--- src/rtl/fem_ttc_pkg.sv ---
`default_nettype none
// +--------------------------------------------------------------------+
// | fem_ttc_pkg : shared widths, defaults and FSM encoding for TTC gen |
// | Rev 1.0                                                            |
// +--------------------------------------------------------------------+
package fem_ttc_pkg;

  localparam int ORBIT_LEN_DEF = 3564;
  localparam int MIN_GAP_DEF   = 3;
  localparam int BX_W          = 12;
  localparam int L1A_CNT_W     = 24;
  localparam int BURST_W       = 8;

  typedef enum logic [1:0] {
    ST_IDLE  = 2'd0,
    ST_BURST = 2'd1,
    ST_RSYNC = 2'd2
  } state_t;

  // A burst can never space its L1As closer than the global gap rule allows.
  function automatic logic [BURST_W-1:0] eff_period(input logic [BURST_W-1:0] period,
                                                    input int min_gap);
    if (int'(period) < min_gap) return BURST_W'(min_gap);
    return period;
  endfunction

endpackage
`default_nettype wire

--- src/rtl/fem_ttc_gen_if.sv ---
`default_nettype none
// +--------------------------------------------------------------------+
// | fem_ttc_gen_if : request inputs and fast-command outputs           |
// | Rev 1.0                                                            |
// +--------------------------------------------------------------------+
interface fem_ttc_gen_if;
  import fem_ttc_pkg::*;

  logic                 enable;
  logic                 l1a_req;
  logic                 match_req;
  logic                 burst_start;
  logic [BURST_W-1:0]   burst_cnt;
  logic [BURST_W-1:0]   burst_period;
  logic                 resync_req;

  logic                 l1a;
  logic                 l1a_match;
  logic                 resync;
  logic                 bc0;
  logic [BX_W-1:0]      bx_cnt;
  logic [L1A_CNT_W-1:0] l1a_cnt;
  logic                 busy;

  modport master (
    output enable, l1a_req, match_req, burst_start, burst_cnt, burst_period, resync_req,
    input  l1a, l1a_match, resync, bc0, bx_cnt, l1a_cnt, busy
  );

  modport slave (
    input  enable, l1a_req, match_req, burst_start, burst_cnt, burst_period, resync_req,
    output l1a, l1a_match, resync, bc0, bx_cnt, l1a_cnt, busy
  );

endinterface
`default_nettype wire

--- src/rtl/bx_orbit_counter.sv ---
`default_nettype none
// +--------------------------------------------------------------------+
// | bx_orbit_counter : BX position in orbit with wrap and BC0 decode   |
// | Rev 1.0                                                            |
// +--------------------------------------------------------------------+
module bx_orbit_counter
  import fem_ttc_pkg::*;
#(
  parameter int ORBIT_LEN = ORBIT_LEN_DEF
) (
  input  wire             clk40,
  input  wire             rst_n,
  input  wire             en,
  input  wire             clr,
  output logic [BX_W-1:0] bx_cnt,
  output logic            bc0
);

  localparam logic [BX_W-1:0] c_last_bx = BX_W'(ORBIT_LEN - 1);

  logic [BX_W-1:0] bx_q, bx_d;
  logic            bc0_q, bc0_d;

  always_comb begin
    bx_d = bx_q;
    if (clr) begin
      bx_d = '0;
    end else if (en) begin
      bx_d = (bx_q == c_last_bx) ? '0 : bx_q + 1'b1;
    end
    // BC0 is registered alongside the count so both change on the same edge.
    bc0_d = en && (bx_d == '0);
  end

  always_ff @(posedge clk40 or negedge rst_n) begin
    if (!rst_n) begin
      bx_q  <= '0;
      bc0_q <= 1'b0;
    end else begin
      bx_q  <= bx_d;
      bc0_q <= bc0_d;
    end
  end

  assign bx_cnt = bx_q;
  assign bc0    = bc0_q;

endmodule
`default_nettype wire

--- src/rtl/fem_ttc_gen.sv ---
`default_nettype none
// +--------------------------------------------------------------------+
// | fem_ttc_gen : L1A / burst / resync fast-command generator for FEM  |
// | Rev 1.0                                                            |
// +--------------------------------------------------------------------+
module fem_ttc_gen
  import fem_ttc_pkg::*;
#(
  parameter int ORBIT_LEN = ORBIT_LEN_DEF,
  parameter int MIN_GAP   = MIN_GAP_DEF
) (
  input  wire          clk40,
  input  wire          rst_n,
  fem_ttc_gen_if.slave bus
);

  localparam int                 c_gap_w    = (MIN_GAP > 1) ? $clog2(MIN_GAP) : 1;
  localparam logic [c_gap_w-1:0] c_gap_load = c_gap_w'(MIN_GAP - 1);

  state_t               state_q, state_d;
  logic                 pend_q, pend_d, pend_match_q, pend_match_d;
  logic [BURST_W-1:0]   burst_rem_q, burst_rem_d, burst_per_q, burst_per_d;
  logic [BURST_W-1:0]   burst_tmr_q, burst_tmr_d;
  logic                 burst_match_q, burst_match_d;
  logic [c_gap_w-1:0]   gap_q, gap_d;
  logic                 l1a_q, l1a_d, l1a_match_q, l1a_match_d;
  logic                 resync_q, resync_d, busy_q, busy_d;
  logic [L1A_CNT_W-1:0] l1a_cnt_q, l1a_cnt_d;
  logic                 gap_ok, fire, fire_match, bx_clr;
  logic [BX_W-1:0]      bx_cnt;
  logic                 bc0;

  // gap_q counts the remaining cycles in which no new L1A may be scheduled.
  assign gap_ok = (gap_q == '0);

  always_comb begin
    state_d       = state_q;
    pend_d        = pend_q;
    pend_match_d  = pend_match_q;
    burst_rem_d   = burst_rem_q;
    burst_per_d   = burst_per_q;
    burst_tmr_d   = burst_tmr_q;
    burst_match_d = burst_match_q;
    gap_d         = gap_ok ? gap_q : gap_q - 1'b1;
    l1a_cnt_d     = l1a_cnt_q;
    fire          = 1'b0;
    fire_match    = 1'b0;
    resync_d      = 1'b0;
    bx_clr        = 1'b0;

    if (!bus.enable) begin
      state_d      = ST_IDLE;
      pend_d       = 1'b0;
      pend_match_d = 1'b0;
    end else if (bus.resync_req) begin
      state_d      = ST_RSYNC;
      pend_d       = 1'b0;
      pend_match_d = 1'b0;
      burst_rem_d  = '0;
      resync_d     = 1'b1;
    end else begin
      case (state_q)
        ST_IDLE: begin
          if (pend_q && gap_ok) begin
            fire         = 1'b1;
            fire_match   = pend_match_q;
            pend_d       = 1'b0;
            pend_match_d = 1'b0;
          end else if (bus.l1a_req && !pend_q) begin
            if (gap_ok) begin
              fire       = 1'b1;
              fire_match = bus.match_req;
            end else begin
              pend_d       = 1'b1;
              pend_match_d = bus.match_req;
            end
          end
          if (bus.burst_start && (bus.burst_cnt != '0)) begin
            state_d       = ST_BURST;
            burst_rem_d   = bus.burst_cnt;
            burst_per_d   = eff_period(bus.burst_period, MIN_GAP);
            burst_tmr_d   = '0;
            burst_match_d = bus.match_req;
          end
        end
        ST_BURST: begin
          if ((burst_tmr_q == '0) && gap_ok) begin
            fire        = 1'b1;
            fire_match  = burst_match_q;
            burst_rem_d = burst_rem_q - 1'b1;
            burst_tmr_d = burst_per_q - 1'b1;
            if (burst_rem_q == BURST_W'(1)) state_d = ST_IDLE;
          end else if (burst_tmr_q != '0) begin
            burst_tmr_d = burst_tmr_q - 1'b1;
          end
        end
        default: state_d = ST_IDLE;
      endcase
    end

    // The cycle carrying RESYNC realigns the orbit and the trigger count.
    if (bus.enable && (state_q == ST_RSYNC)) begin
      bx_clr    = 1'b1;
      l1a_cnt_d = '0;
    end
    if (fire) begin
      l1a_cnt_d = l1a_cnt_q + 1'b1;
      gap_d     = c_gap_load;
    end
    l1a_d       = fire;
    l1a_match_d = fire && fire_match;
    busy_d      = (state_d != ST_IDLE) || pend_d;
  end

  always_ff @(posedge clk40 or negedge rst_n) begin
    if (!rst_n) begin
      state_q       <= ST_IDLE;
      pend_q        <= 1'b0;
      pend_match_q  <= 1'b0;
      burst_rem_q   <= '0;
      burst_per_q   <= '0;
      burst_tmr_q   <= '0;
      burst_match_q <= 1'b0;
      gap_q         <= '0;
      l1a_q         <= 1'b0;
      l1a_match_q   <= 1'b0;
      resync_q      <= 1'b0;
      busy_q        <= 1'b0;
      l1a_cnt_q     <= '0;
    end else begin
      state_q       <= state_d;
      pend_q        <= pend_d;
      pend_match_q  <= pend_match_d;
      burst_rem_q   <= burst_rem_d;
      burst_per_q   <= burst_per_d;
      burst_tmr_q   <= burst_tmr_d;
      burst_match_q <= burst_match_d;
      gap_q         <= gap_d;
      l1a_q         <= l1a_d;
      l1a_match_q   <= l1a_match_d;
      resync_q      <= resync_d;
      busy_q        <= busy_d;
      l1a_cnt_q     <= l1a_cnt_d;
    end
  end

  bx_orbit_counter #(
    .ORBIT_LEN (ORBIT_LEN)
  ) u_bx_orbit_counter (
    .clk40  (clk40),
    .rst_n  (rst_n),
    .en     (bus.enable),
    .clr    (bx_clr),
    .bx_cnt (bx_cnt),
    .bc0    (bc0)
  );

  assign bus.l1a       = l1a_q;
  assign bus.l1a_match = l1a_match_q;
  assign bus.resync    = resync_q;
  assign bus.bc0       = bc0;
  assign bus.bx_cnt    = bx_cnt;
  assign bus.l1a_cnt   = l1a_cnt_q;
  assign bus.busy      = busy_q;

endmodule
`default_nettype wire

--- src/flat_wrapper.sv ---
// flat-port wrapper written by rule: the top's interface ports become plain ports
module fem_ttc_gen_flat import fem_ttc_pkg::*;
#(
  parameter int ORBIT_LEN = ORBIT_LEN_DEF,
  parameter int MIN_GAP   = MIN_GAP_DEF
)
  (clk40, rst_n, bus_enable, bus_l1a_req, bus_match_req, bus_burst_start, bus_burst_cnt, bus_burst_period, bus_resync_req, bus_l1a, bus_l1a_match, bus_resync, bus_bc0, bus_bx_cnt, bus_l1a_cnt, bus_busy);
  fem_ttc_gen_if bus_i ();
  input  wire clk40;
  input  wire rst_n;
  input wire logic [$bits(bus_i.enable)-1:0] bus_enable;
  input wire logic [$bits(bus_i.l1a_req)-1:0] bus_l1a_req;
  input wire logic [$bits(bus_i.match_req)-1:0] bus_match_req;
  input wire logic [$bits(bus_i.burst_start)-1:0] bus_burst_start;
  input wire logic [$bits(bus_i.burst_cnt)-1:0] bus_burst_cnt;
  input wire logic [$bits(bus_i.burst_period)-1:0] bus_burst_period;
  input wire logic [$bits(bus_i.resync_req)-1:0] bus_resync_req;
  output wire logic [$bits(bus_i.l1a)-1:0] bus_l1a;
  output wire logic [$bits(bus_i.l1a_match)-1:0] bus_l1a_match;
  output wire logic [$bits(bus_i.resync)-1:0] bus_resync;
  output wire logic [$bits(bus_i.bc0)-1:0] bus_bc0;
  output wire logic [$bits(bus_i.bx_cnt)-1:0] bus_bx_cnt;
  output wire logic [$bits(bus_i.l1a_cnt)-1:0] bus_l1a_cnt;
  output wire logic [$bits(bus_i.busy)-1:0] bus_busy;
  assign bus_i.enable = bus_enable;
  assign bus_i.l1a_req = bus_l1a_req;
  assign bus_i.match_req = bus_match_req;
  assign bus_i.burst_start = bus_burst_start;
  assign bus_i.burst_cnt = bus_burst_cnt;
  assign bus_i.burst_period = bus_burst_period;
  assign bus_i.resync_req = bus_resync_req;
  assign bus_l1a = bus_i.l1a;
  assign bus_l1a_match = bus_i.l1a_match;
  assign bus_resync = bus_i.resync;
  assign bus_bc0 = bus_i.bc0;
  assign bus_bx_cnt = bus_i.bx_cnt;
  assign bus_l1a_cnt = bus_i.l1a_cnt;
  assign bus_busy = bus_i.busy;
  fem_ttc_gen #(.ORBIT_LEN(ORBIT_LEN), .MIN_GAP(MIN_GAP)) u_core (.clk40(clk40), .rst_n(rst_n), .bus(bus_i));
endmodule
--- config.mk ---
export PLATFORM = sky130hd
export DESIGN_NAME = fem_ttc_gen_flat
export DESIGN_NICKNAME = d
export VERILOG_FILES = /design/src/rtl/fem_ttc_pkg.sv /design/src/rtl/fem_ttc_gen_if.sv /design/src/rtl/bx_orbit_counter.sv /design/src/rtl/fem_ttc_gen.sv /design/src/flat_wrapper.sv
export SDC_FILE = /design/constraint.sdc
export NUM_CORES = 1
export LEC_CHECK = 0
export ABC_AREA = 1
export CORE_MARGIN = 2
export CORE_UTILIZATION = 55
export DETAILED_ROUTE_END_ITERATION = 16
export PLACE_DENSITY = 0.85
export SLEW_MARGIN = 20
export SYNTH_ARGS = -nofsm -noshare
export SYNTH_HDL_FRONTEND = slang
export SYNTH_SLANG_ARGS = --single-unit
--- constraint.sdc ---
create_clock -name clk40 -period 2.4 [get_ports clk40]
set_input_delay 0.48 -clock clk40 [delete_from_list [all_inputs] [get_ports clk40]]
set_output_delay 0.48 -clock clk40 [all_outputs]
set_load 0.005 [all_outputs]
* Word-level counts from Yosys, hierarchy flattened
Index checks and enable logic that the tools add are counted.
** Cells by class
- Bitwise logic cells :: 1
- Reductions and logical operators :: 23
- Shifts and indexed selects :: 0
- Multiplexer cells :: 57
- $mul :: 0
- Order comparisons :: 1
- Eq/ne operators :: 12
- Div/mod/pow operators :: 0
- $add $sub $neg :: 6
** Operators with widths (number)
- $mux 8 :: 8
- $mux 24 :: 2
- $mux 12 :: 3
- $mux 1 :: 32
- $pmux 8 s2 :: 2
- $add 24x1->24 const B :: 1
- $sub 8x1->8 const B :: 3
- $reduce_bool 8->1 :: 2
- $mux 2 :: 7
- $add 12x1->12 const B :: 1
- $eq 12x12->1 const B :: 1
- $logic_not 12->1 :: 1
- $eq 8x1->1 const B :: 1
- $logic_not 8->1 :: 1
- $lt 8x2->1 const B :: 1
- $reduce_and 4->1 :: 2
- $logic_and 1x1->1 :: 7
- $ne 3x1->1 const B :: 2
- $ne 3x2->1 const B :: 2
- $reduce_bool 2->1 :: 3
- $reduce_and 5->1 :: 1
- $logic_not 2->1 :: 2
- $ne 2x1->1 const B :: 2
- $ne 4x1->1 const B :: 1
- other kinds (11) :: 12
** Word-level totals
- Bits in read-only memories :: 0
- Output and inout port bits :: 41
- Latch bits :: 0
- Bits in writable memories :: 0
- Memories :: 0
- Bits in registers :: 72
- Logic and storage cells :: 115

* Depth between registers and ports, before layout
Gate-level depths: netlist (run 1).
- Depth in word-level cells :: 8
- Mapped depth :: 14

* Modules after synthesis
A second synthesis (run 1) with hierarchy kept.
** Second synthesis, totals
- Cell total of the unflattened synthesis :: 591
- Area, all modules :: 4337.9 µm²
** Modules (own cells, without submodules)
- fem_ttc_gen :: times used 1, sequential area each 1476.4 µm², cells each 472, area an instance 3515.9 µm²
- bx_orbit_counter :: times used 1, sequential area each 325.3 µm², cells each 119, area an instance 822.0 µm²

* Worst setup path before layout (run 1)
No wires, ideal clock.
- Path kind :: register to register
- Start :: reg u_core.burst_tmr_q[6]
- End :: reg u_core.burst_tmr_q[6]
- Setup slack :: 711 ps
- Setup time :: 117 ps
- Cell stages (with the launch flop) :: 15
- Arrival :: 1572 ps
- Path buffers :: 1
- Required time :: 2283 ps
- Path through :: dfrtp_1 > nor2_1 > nand2_1 > nor2_4 > nand2_4 > buf_6 > nand2_1 > nand2_1 > ha_1 > nand2_1 > nor2_1 > nand2_1 > nand2_1 > nand3_1 > nand2_1
** Between the ends
- Cells in the longest elaborated chain, start to end :: 4
- Elaborated cells on any way between the ends :: 9
- Those cells by class :: add/sub: 1; eq/ne: 1; mux: 3; reduce/logical: 4
** Ends and longest elaborated chain
- start: declaration :: RTL line fem_ttc_gen.sv:23 : logic [BURST_W-1:0] burst_tmr_q, burst_tmr_d;
- start signal: assignment :: RTL line fem_ttc_gen.sv:136 : burst_tmr_q <= burst_tmr_d;
- $sub 8x1->8 or $logic_not 8->1 (tied branches) :: RTL line fem_ttc_gen.sv:94, fem_ttc_gen.sv:87
- $mux 8 or $logic_and 1x1->1 (tied branches) :: RTL line fem_ttc_gen.sv:93, fem_ttc_gen.sv:87
- $mux 8 or $ne 3x1->1 (tied branches)
- $pmux 8 s2 or $reduce_and 5->1 (tied branches)
Parallel ways exist; a longest one is shown, timed or not. The select of a mux whose other input is x is not followed.
A chain may end at the register's enable or synchronous reset.

* Worst setup path in the final report (run 1)
- Start :: reg u_core.gap_q[0]
- End :: reg u_core.burst_tmr_q[6]
** Between the ends
- Cells in the longest elaborated chain, start to end :: 4
- Elaborated cells on any way between the ends :: 6
- Those cells by class :: eq/ne: 1; mux: 2; reduce/logical: 3
** Ends and longest elaborated chain
- start: declaration :: RTL line fem_ttc_gen.sv:25 : logic [c_gap_w-1:0] gap_q, gap_d;
- start signal: assignment :: RTL line fem_ttc_gen.sv:138 : gap_q <= gap_d;
- $logic_not 2->1 * :: RTL line fem_ttc_gen.sv:34 : assign gap_ok = (gap_q == '0);
- $logic_and 1x1->1 * :: RTL line fem_ttc_gen.sv:87 : if ((burst_tmr_q == '0) && gap_ok) begin
- $ne 3x1->1 (no line) or $mux 8 (tied branches)
- $reduce_and 5->1 (no line) or $pmux 8 s2 (tied branches)
Mark *: on every way between the ends. The rest lies on a longest branch, timed or not.

==> reports/metrics.yaml, run 1 <==
power_and_ir_drop:
  ir_drop_mv: 0.343
  p_int_mw: 2.43
  power_density_nw_per_um2: 730
  p_leak_nw: 2.50
  pwr-share-comb_pct: 34.9
  clkPwrFrac_pct: 25.3
  swShare_pct: 36.8
  pwr-share-seq_pct: 39.8
  p_sw_mw: 1.42
worst_setup_path:
  startpoint_type: "register"
  r2r_slack_ns: 0.39
  cp_max_fo: 7
  crit_end: "u_core.burst_tmr_q[6]"
  crit_required_ns: 2.64
  regToRegEndpoint: "u_core.burst_tmr_q[6]"
  cp_data_arrival_time_ns: 2.24
  crit_path_start: "u_core.gap_q[0]"
  worstReg2RegStart: "u_core.gap_q[0]"
  critPathKind: "register to register"
  reg2reg_depth: 11
  cp-end-kind: "register"
synthesis:
  synth_top_area_cell: "dfrtp_1"
  synth_nets: 613
  ys_types: 39
  ys_seq_area_share_pct: 41.6
  synth_flop_cell: "dfrtp_1"
  netlist_area_sq_um: 4330
  synth-edff-count: 0
  synth_cells: 583
  yosysTopAreaCellShare_pct: 41.6
  yosys_warnings: 0
  async_flop_share_pct: 100
  ys_ff_latch: 72
  syn_area_per_cell_sq_um: 7.43
  yosys-top-cells-area: "dfrtp_1 (42%), nand2_1 (13%), inv_1 (7.7%)"
global_routing:
  track_usage_pct: 24.4
  grt-ovfl-total: 0
  grt_pass1_wl_um: 16900
  grt_max_degree: 37
  grt_pass1_vias: 3896
  antenna_found_initial: 0
clock_network:
  clk-insertion-delay-late_ns: 0.35
  cts_resized: 0
  clkTransAtPathRegs_ns: 0.08
  htreeDepth: 3
  ctsHoldBuffers: 0
  cts_root_buf: "clkbuf_8"
  post-cts-setup-buffer-count: 0
  clkSinkCount: 72
  cts_tree: "done"
  numCtsBuffers: 9
  cts_max_path_buffers: 2
routing:
  viasPerCell: 5.33
  avgRoutedWirePerCell_um: 13.2
  dr.first_iter.drc_count: 240
  num_vias: 4061
  first_pass_iters: 5
  wirelength_um: 10100
  drcViolationCount: 0
  antenna_left: 0
sta:
  fmax_mhz: 499
  relSlewSlack_pct: 61.0
  slew_violations: 0
  rsz0062_at_grt: "no"
  setup_ws_ns: 0.395
  finalSetupTns_ns: 0
  setup_viol: 0
  finalCritPeriodShare_pct: 83.6
  max_slew.worst_pin.slew_ns: 0.585
  skew_ns: 0.0105
  fin_hold_ws_ns: 0.125
  period_needed_ns: 2.01
  hold_violations: 0
final_layout:
  diodes: 0
  mostFrequentLayoutCells: "nand2_1 (155), inv_1 (89), dfrtp_1 (72), clkdlybuf4s50_1 (62), nor2_1 (52)"
  nets: 685
  drive_gt1_share_pct: 8.33
  area_growth_pct: 21.7
  postLayoutCoreUtil_pct: 68.6
  final_cell_count_no_fill: 762
  final_common_cell: "nand2_1"
floorplanning:
  core_area_sq_um: 7690
  die_h_um: 92.7
  initial_utilization_pct: 56.3
  rows: 32
  fp.dieW_um: 92.7
  die_area_sq_um: 8600
  pin_count: 64
place:
  portBuffers: 63
  place_ws_ns: 0.221
  dp_cells: 746
  gp_congestion: 0.921
  dp.final_hpwl_um: 7540
hold_path:
  hold_class: "primary input to asynchronous set/reset pin"
status:
  status: "complete, no violations"
job:
  maxCapViolations: 0
[flip-flops by register name, indices dropped and copies added, names as in the netlist]
| signal | flops |
|---|---|
| u_core.burst_match_q | 1 |
| u_core.burst_per_q | 8 |
| u_core.burst_rem_q | 8 |
| u_core.burst_tmr_q | 8 |
| u_core.bus.busy | 1 |
| u_core.bus.l1a | 1 |
| u_core.bus.l1a_cnt | 24 |
| u_core.bus.l1a_match | 1 |
| u_core.bus.resync | 1 |
| u_core.gap_q | 2 |
| u_core.pend_match_q | 1 |
| u_core.pend_q | 1 |
| u_core.state_q | 2 |
| u_core.u_bx_orbit_counter.bc0 | 1 |
| u_core.u_bx_orbit_counter.bx_cnt | 12 |
[worst max-delay path: stages (launching register included)]
cell	delay [ns]
dfrtp_1	0.38
inv_1	0.07
ha_1	0.33
buf_4	0.20
nand3_1	0.08
nand2_1	0.11
ha_1	0.18
nand2_1	0.07
nor2_1	0.19
nand3b_1	0.12
nand3_1	0.11
nand2_1	0.06
[worst min-delay path by stage]
stage                          startpoint                     to  slack (ns)
floorplan                           rst_n   u_core.burst_match_q        0.18
global placement    u_core.burst_per_q[5]  u_core.burst_per_q[5]        0.46
detailed placement  u_core.burst_per_q[5]  u_core.burst_per_q[5]        0.46
CTS                                 rst_n  u_core.burst_rem_q[7]        0.15
global route                        rst_n  u_core.burst_rem_q[3]        0.18
finish                              rst_n  u_core.burst_rem_q[0]        0.12
[logic make-up (layout without fill, tap and decap cells)]
logic type	count (synthesis)	count (layout)	share of synthesized area, %
AOI/OAI and AO/OA	73	73	10.4
xor gates and xnor gates	22	22	4.45
adders and majority gates	7	7	2.02
buffers and inverters	101	178	9.65
DFF	72	72	41.6
and+or+nand+nor	308	308	31.9
[metrics by stage]
| step | cell area (sq um) | power [mW] |
|---|---|---|
| finish | 5270 | 3.85 |
| global route | 5270 | 4.12 |
| CTS | 5270 | 3.85 |
| detailed placement | 5070 | 2.88 |
| global placement | 5070 | 2.81 |
| floorplan | 4330 | 2.47 |
[power groups by stage]
stage	combinational, mW	clock (mW)	sequential [mW]
after floorplan	0.939	0	1.53
after global placement	1.27	0	1.55
after detailed placement	1.32	0	1.56
after CTS	1.33	0.986	1.53
after global routing	1.52	1.04	1.56
final	1.34	0.974	1.53
[area by class of cell]
cell class / count / area, sq um
multi-input combinational: 410 / 2110
timing repair buffer: 69 / 683
clock inverter: 5 / 56.3
inverter: 93 / 349
fill: 638 / 2420
tap: 102 / 128
clock buffer: 11 / 141
sequential: 72 / 1800
[synthesized netlist by cell type, types with 4 or more instances]
master and count:
a21oi_1 7, a31oi_1 4, buf_6 4, dfrtp_1 72, ha_1 7, inv_1 89
inv_2 4, nand2_1 155, nand2_2 5, nand3_1 40, nand3b_1 7, nand4_1 9
nor2_1 52, nor2_2 6, nor3_1 20, nor4_1 4, o21ai_0 32, o21ai_2 4
o22ai_1 13, xor2_1 20
[routing by layer]
metal  global-route usage, %  part of all wire (%)  wire length, um  vias up
met3                    4.07                   5.4              546       16
met4                    10.5                   1.7              168        0
met5                       0                     0                0        -
li1                        -                     -                -     2016
met1                    30.4                    44             4390     1900
met2                    42.0                    49             4970      129
No activity file was read; power rests on OpenSTA's default activity.
==> run 2, diff against run 1 <==
- clock period: 2.4 -> 1.9 ns (I/O delays scaled with it)
==> run 2 against run 1 <==
Against the previous run:
- clock skew is 0.00080 ns lower
- cell count up 4.5%
- hold slack got worse by 0.095 ns
- fmax is 9.3% higher
- flip-flop and latch count stayed put
- clock-buffer cell count fell by 1
- cell area is 6.9% higher
- register-to-register slack got worse by 0.33 ns
==> reports/metrics.yaml, run 2 (synthesis results as in run 1) <==
power_and_ir_drop:
  total_power_mw: 5.43
  power_density_nw_per_um2: 964
  swShare_pct: 35.3
  ir_drop_mv: 0.475
  p_sw_mw: 1.92
  clkPwrFrac_pct: 26.6
  p_leak_nw: 2.71
  pwr-share-comb_pct: 37.6
  p_int_mw: 3.52
  pwr-share-seq_pct: 35.8
sta:
  setup_ws_ns: 0.0657
  setup_viol: 0
  slew_violations: 0
  max_slew.worst_pin.slew_ns: 0.577
  fmax_mhz: 545
  finalCritPeriodShare_pct: 96.5
  fin_hold_ws_ns: 0.0291
  hold_violations: 0
  skew_ns: 0.00972
  period_needed_ns: 1.83
  relSlewSlack_pct: 61.5
worst_setup_path:
  critPathKind: "register to register"
  path_buf_inv: 1
  cp-end-kind: "register"
  cp_slowest_cell: "dfrtp_1"
  crit_path_frequent_cell: "nand2_1"
  cp_max_fo: 5
  startpoint_type: "register"
  crit_required_ns: 2.14
  max_stage_delay_ns: 0.40
  crit_chain: "nor2_1 -> nand2_1 -> nor2_4 -> buf_6 -> nand3_1 -> nand2_2 -> nand2_1 -> nor2_4 -> nand2_1 -> nand3_2 -> o21ai_2"
  cp.depth: 11
  cp_data_arrival_time_ns: 2.07
  path_delay_family: "simple AND/OR/NAND/NOR gates"
  reg2reg_depth: 11
  r2r_slack_ns: 0.07
routing:
  num_vias: 4238
  dr.first_iter.drc_count: 217
  antenna_left: 0
  viasPerCell: 5.32
  drcViolationCount: 0
  avgRoutedWirePerCell_um: 13.7
  first_pass_iters: 5
  wirelength_um: 10900
global_routing:
  grt-ovfl-total: 0
  antenna_found_initial: 0
  grt_pass1_wl_um: 17800
  grt_pass1_vias: 4059
  track_usage_pct: 25.7
  grt_max_degree: 27
clock_network:
  cts_max_path_buffers: 2
  clkSinkCount: 72
  ctsHoldBuffers: 0
  clkTransAtPathRegs_ns: 0.08
  numCtsBuffers: 9
  htreeDepth: 3
  cts_root_buf: "clkbuf_8"
  cts_tree: "done"
  clk-insertion-delay-late_ns: 0.35
floorplanning:
  pin_count: 64
  fp.dieW_um: 92.7
  core_area_sq_um: 7690
  die_area_sq_um: 8600
  initial_utilization_pct: 56.3
  rows: 32
  die_h_um: 92.7
final_layout:
  multiInputGateArea_sq_um: 2150
  fillCellCount: 579
  final_common_cell: "nand2_1"
  regArea_sq_um: 1800
  mostFrequentLayoutCells: "nand2_1 (153), inv_1 (89), dfrtp_1 (71), clkdlybuf4s50_1 (62), nor2_1 (51)"
  diodes: 0
  largest_register_ffs: 24
  drive_gt1_share_pct: 14.1
  area_growth_pct: 30.1
  fin_area_sq_um: 5630
  nets: 719
  final_cell_count_no_fill: 796
place:
  dp_cells: 774
  dp.final_hpwl_um: 7980
  place_ws_ns: -0.0934
  portBuffers: 63
  dpl-instance-area_sq_um: 5310
  gp_congestion: 0.910
hold_path:
  hold_class: "primary input to asynchronous set/reset pin"
job:
  maxCapViolations: 0
status:
  status: "complete, no violations"
[run 2: cell count changes in the layout (fill, tap and decap cells not counted), sizes merged]
cell and delta:
buf +34, bufinv +2, clkbuf -1, clkinv -1
[run 2: what timing repair did]
action                     4_1_cts  5_1_grt
buffers inserted                 0        6
gates resized for setup          0       12
hold endpoints to repair         0        0
setup endpoints to repair        0       11
[run 2: area by class of cell]
class | instances | area share, %
Tap cell | 102 | 2.27
Inverter | 93 | 6.20
Clock inverter | 6 | 1.91
Sequential cell | 72 | 32.0
Clock buffer | 10 | 2.27
Multi-Input combinational cell | 410 | 38.2
Timing Repair Buffer | 103 | 17.2
[run 2: power by group through the flow]
stage / sequential (mW) / clock [mW] / combinational [mW]
detailed placement: 1.97 / 0 / 1.83
finish: 1.95 / 1.45 / 2.04
global placement: 1.96 / 0 / 1.76
CTS: 1.95 / 1.47 / 1.86
global route: 1.98 / 1.54 / 2.25
floorplan: 1.93 / 0 / 1.19
[run 2: per-stage QoR]
stage	TNS, ns	utilization (%)
after floorplan	0	-
after CTS	0	72.1
after detailed placement	-0.858	69.1
after global placement	-0.195	69.1
final	0	73.3
after global routing	-0.118	73.3
[run 2: path summary, 6_finish.rpt]
check,end,from
worst max-delay path,u_core.burst_tmr_q[3],u_core.burst_tmr_q[5]
worst min-delay path,u_core.bus.l1a_cnt[4],rst_n
worst max register to register,u_core.burst_tmr_q[3],u_core.burst_tmr_q[5]
worst min register to register,u_core.burst_per_q[5],u_core.burst_per_q[5]
max in group asynchronous,u_core.bus.l1a_cnt[0],rst_n
min in group clk40,u_core.burst_per_q[5],u_core.burst_per_q[5]
[run 2: per-layer routing]
layer  part of all wire (%)  GRT usage [%]
met5                      0              0
met4                    2.0           9.68
met3                    5.4           4.39
met2                     50           44.3
met1                     42           32.2
